**src/rtl/keyboard_scan_code_buffer.sv**
```systemverilog
// Purpose: buffers PS/2 scan-code bytes in a circular FIFO behind a two-register bus slave with a level interrupt.
// Latency: bus access completes with busWait=0 in the cycle after busEnable is sampled; interrupt follows push/pop by one cycle.
// Backpressure: none toward the keyboard; a byte arriving while full (and no same-cycle pop) is dropped and flags a sticky overflow.
module keyboard_scan_code_buffer #(
    parameter int DEPTH_LOG2 = 4
) (
    input  logic        clock,
    input  logic        reset,
    input  logic        keyDataReady,
    input  logic [7:0]  keyData,
    input  logic        busEnable,
    input  logic        busWrite,
    input  logic        busAddress,
    input  logic [31:0] busDataIn,
    output logic [31:0] busDataOut,
    output logic        busWait,
    output logic        interrupt
);

    localparam int DEPTH = 1 << DEPTH_LOG2;
    localparam int CNT_W = DEPTH_LOG2 + 1;

    localparam logic [0:0] IDLE = 1'b0;
    localparam logic [0:0] ACK  = 1'b1;

    logic [0:0]            state;
    logic [7:0]            mem [DEPTH];
    logic [DEPTH_LOG2-1:0] rdPtr;
    logic [DEPTH_LOG2-1:0] wrPtr;
    logic [CNT_W-1:0]      count;
    logic [CNT_W-1:0]      countNext;
    logic                  overflow;
    logic                  overflowNext;
    logic                  irqEnable;
    logic                  irqEnableNext;
    logic                  accept;
    logic                  dataRead;
    logic                  statusWrite;
    logic                  doPop;
    logic                  doPush;
    logic                  doFlush;
    logic                  full;
    logic                  empty;
    logic [31:0]           readData;
    logic                  unusedBusBits;

    assign unusedBusBits = ^{busDataIn[31:4], busDataIn[0]};

    assign accept      = (state == IDLE) && busEnable;
    assign empty       = (count == '0);
    assign full        = (count == CNT_W'(DEPTH));
    assign dataRead    = accept && !busWrite && !busAddress;
    assign statusWrite = accept && busWrite && busAddress;
    assign doPop       = dataRead && !empty;
    assign doFlush     = statusWrite && busDataIn[3];
    // A same-cycle pop frees the slot, so a push into a full FIFO still lands.
    assign doPush      = keyDataReady && !doFlush && (!full || doPop);

    assign busWait = (state == IDLE);

    always_comb begin
        countNext = count;
        if (doFlush) begin
            countNext = '0;
        end else if (doPush && !doPop) begin
            countNext = count + CNT_W'(1);
        end else if (doPop && !doPush) begin
            countNext = count - CNT_W'(1);
        end
    end

    // Set beats clear when a dropped byte coincides with the clearing write.
    always_comb begin
        overflowNext = overflow;
        if (statusWrite && busDataIn[2]) begin
            overflowNext = 1'b0;
        end
        if (keyDataReady && !doFlush && full && !doPop) begin
            overflowNext = 1'b1;
        end
    end

    assign irqEnableNext = statusWrite ? busDataIn[1] : irqEnable;

    // Status reflects registers before any push landing in the same cycle.
    always_comb begin
        readData = 32'h0;
        if (busAddress) begin
            readData = {16'h0, 8'(count), 5'b0, overflow, irqEnable, !empty};
        end else if (!empty) begin
            readData = {24'h0, mem[rdPtr]};
        end
    end

    always_ff @(posedge clock) begin
        if (doPush) begin
            mem[wrPtr] <= keyData;
        end
    end

    always_ff @(posedge clock or negedge reset) begin
        if (!reset) begin
            state      <= IDLE;
            busDataOut <= 32'h0;
            rdPtr      <= '0;
            wrPtr      <= '0;
            count      <= '0;
            overflow   <= 1'b0;
            irqEnable  <= 1'b0;
            interrupt  <= 1'b0;
        end else begin
            case (state)
                IDLE: begin
                    if (busEnable) begin
                        state      <= ACK;
                        busDataOut <= busWrite ? 32'h0 : readData;
                    end
                end
                default: begin
                    state      <= IDLE;
                    busDataOut <= 32'h0;
                end
            endcase

            if (doFlush) begin
                rdPtr <= '0;
                wrPtr <= '0;
            end else begin
                if (doPush) begin
                    wrPtr <= wrPtr + DEPTH_LOG2'(1);
                end
                if (doPop) begin
                    rdPtr <= rdPtr + DEPTH_LOG2'(1);
                end
            end

            count     <= countNext;
            overflow  <= overflowNext;
            irqEnable <= irqEnableNext;
            interrupt <= irqEnableNext && (countNext != '0);
        end
    end

endmodule
```
**config.mk**
```make
export PLATFORM = sky130hd
export DESIGN_NAME = keyboard_scan_code_buffer
export DESIGN_NICKNAME = d
export VERILOG_FILES = /design/src/rtl/keyboard_scan_code_buffer.sv
export SDC_FILE = /design/constraint.sdc
export NUM_CORES = 1
export LEC_CHECK = 0
export CORE_ASPECT_RATIO = 1.25
export CORE_MARGIN = 1
export CORE_UTILIZATION = 43
export DETAILED_ROUTE_END_ITERATION = 10
export GPL_ROUTABILITY_DRIVEN = 0
export PLACE_DENSITY = 0.68
export SETUP_SLACK_MARGIN = 0.4
export SLEW_MARGIN = 15
export SYNTH_ARGS = -nofsm -noshare
export SYNTH_HDL_FRONTEND = slang
export SYNTH_SLANG_ARGS = --single-unit
```
**constraint.sdc**
```tcl
create_clock -name clock -period 5.9 [get_ports clock]
set_input_delay 0.885 -clock clock [delete_from_list [all_inputs] [get_ports clock]]
set_output_delay 0.885 -clock clock [all_outputs]
set_load 0.005 [all_outputs]
```
==> qor.yml <==
cts_sinks: 158
mostFrequentLayoutCells: "edfxtp_1 (128), mux4_2 (33), clkdlybuf4s50_1 (31)"
cpLargestDelayFamily: "simple AND/OR/NAND/NOR gates"
cts_resized: 0
cp-end-kind: "flip-flop"
cts_inserted_buffers: 17
synth-seq-cells: 158
gr-usage-all-layers: 0.166
worstMarginPinSlew_ps: 950
synth-async-reset-ratio: 0.190
drive_gt1_frac: 0.169
fin_worst_skew_ps: 10.1
layout_commonest_cell: "edfxtp_1"
powerDensity_nw_per_um2: 410
final.fill_count: 1199
cts_tree: "done"
wl_um: 12400
synth_top_family_by_area: "multiplexers"
finalPower_mw: 3.14
dp_hpwl_um: 8400
setup_tns_ps: 0
ys_types: 46
path_buf_inv: 3
grt_overflow: 0
clockBufferDepth: 2
critical_path_class: "input port to flip-flop"
drv_slew: 0
antenna_found_initial: 0
die_h_um: 141
hp-class: "flip-flop to flip-flop"
min_period_ps: 3220
cts_root_buffer: "clkbuf_16"
die_x_um: 113
clkTransAtPathRegs_ps: 60
drt-initial-drc-count: 279
synthMuxAreaShare: 0.139
dieArea_um2: 16000
routed-via-count: 3364
syn-cell-area_um2: 6670
power_leakage_nw: 2.65
fin_cells: 634
port_buffers: 31
synth_xor_area_frac: 0.00788
cp_max_fo: 14
grt_pass1_wl_um: 19500
area_growth_pct: 14.8
syn_inst: 376
synth_area_per_cell_um2: 17.7
first_pass_iters: 4
synth_compound_area_frac: 0.0398
cts_setup_buffers: 0
postRouteAntennaNets: 0
antenna_cells: 0
yosys_warnings: 0
finalHoldViolations: 0
core_um2: 15100
synth_adder_area_share: 0.0131
holdPathStages: 2
htree_num_levels: 4
grt_pass1_vias: 3426
rsz0062_at_grt: "no"
final_nets: 466
wl_per_cell_um: 19.6
synth_simple_gate_area_frac: 0.0630
reg2reg_slack_ps: 3230
drc: 0
io_pins: 80
crit_top_cell: "buf_4"
crit_path_top_delay_cell: "nor3_1"
path_cells: "clkdlybuf4s50_1, nor4b_2, buf_4, o221a_2, nand2_1, nor3_1, buf_4"
placed_cells: 602
ys.flop_type: "edfxtp_1"
cts_hold_buffers: 0
synth-seq-area-share: 0.689
worstPathRequired_ps: 6020
fmax_mhz: 311
timing.hold.ws_ps: 486
max_stage_delay_ps: 610
grt_max_degree: 36
critical_path_depth: 7
slew-limit-headroom: 0.367
rows: 50
synth_edf_count: 128
initial_core_util: 0.442
clock_latency_ps: 420
r2r_cells: 7
final-setup-viol-count: 0
worstPathArrival_ps: 3340
ir_drop_mv: 0.216
critPathLaunchType: "input port"
vias_per_cell: 5.31
max_cap_viol_count: 0
fin_crit_sh: 0.545
status: "completed"
Yosys cell counts (all sizes together), types with 5 or more instances:
| cell | n | area (µm²) |
|---|---|---|
| nand2 | 13 | 48.8 |
| inv | 18 | 67.6 |
| buf | 25 | 196 |
| clkbuf | 12 | 55.1 |
| a22o | 5 | 43.8 |
| nand3 | 6 | 30.0 |
| edfxtp | 128 | 3840 |
| and2 | 12 | 75.1 |
| a32o | 6 | 60.1 |
| nor3 | 5 | 25.0 |
| ha | 7 | 87.6 |
| dfrtp | 30 | 751 |
| mux4 | 40 | 927 |
| nor2 | 20 | 75.1 |
layout make-up:
| class | instances | area [µm²] | share of cell area |
|---|---|---|---|
| sequential | 158 | 4600 | 0.600 |
| tap | 208 | 260 | 0.0340 |
| multi-input combinational | 181 | 1830 | 0.240 |
| clock buffer | 18 | 429 | 0.0560 |
| clock inverter | 14 | 116 | 0.0152 |
| timing repair buffer | 37 | 355 | 0.0464 |
| inverter | 18 | 67.6 | 0.00882 |
cell families (layout without fill, tap and decap cells):
family | after synthesis | in the layout
flops | 158 | 158
simple gates | 76 | 76
buf+inv | 55 | 87
mux | 40 | 40
compound gates | 33 | 33
fa+ha+maj | 7 | 7
xor+xnor | 6 | 6
other cells | 1 | 19
metrics by stage:
step | util | worst slack [ps] | area (µm²)
6_report | 0.508 | 2680 | 7660
5_1_grt | 0.508 | 2620 | 7660
4_1_cts | 0.508 | 2680 | 7660
3_5_place_dp | 0.472 | 2280 | 7110
3_3_place_gp | 0.472 | 2380 | 7110
2_1_floorplan | - | 3200 | 6740
final timing paths:
check / from / endpoint
worst max-delay path: busAddress / mem[4][3]$_DFFE_PP_
worst min-delay path: busDataOut[0]$_DFFE_PN0P_ / busDataOut[0]$_DFFE_PN0P_
worst max register to register: count[0]$_DFF_PN0_ / mem[4][3]$_DFFE_PP_
worst min register to register: busDataOut[0]$_DFFE_PN0P_ / busDataOut[0]$_DFFE_PN0P_
max in group asynchronous: reset / rdPtr[0]$_DFFE_PN0P_
min in group asynchronous: reset / busDataOut[5]$_DFFE_PN0P_
layer usage:
| layer | routed length [µm] | vias to the layer above | track usage |
|---|---|---|---|
| met2 | 6580 | 100 | 0.289 |
| met1 | 5290 | 1731 | 0.211 |
| li1 | - | 1522 | - |
| met5 | 0 | - | 0 |
| met3 | 421 | 11 | 0.0299 |
| met4 | 146 | 0 | 0.0582 |
tightest hold or removal path: stages (launching register included):
cell and delay [ps]:
dfrtp_1 350, nand2_1 50, nand2_1 50
state kept, by name, summed over array words and instances (netlist names):
register,count
count,5
overflow,1
wrPtr,4
rdPtr,4
state,1
interrupt,1
irqEnable,1
busDataOut,13
mem,128
power by group:
| part | internal (mW) | switching (mW) | leakage [nW] |
|---|---|---|---|
| clock network | 0.579 | 0.426 | 0.259 |
| registers | 1.33 | 0.0917 | 1.55 |
| logic | 0.353 | 0.354 | 0.834 |
| total | 2.27 | 0.872 | 2.65 |
Note: power is estimated with default switching activity, not from simulation.
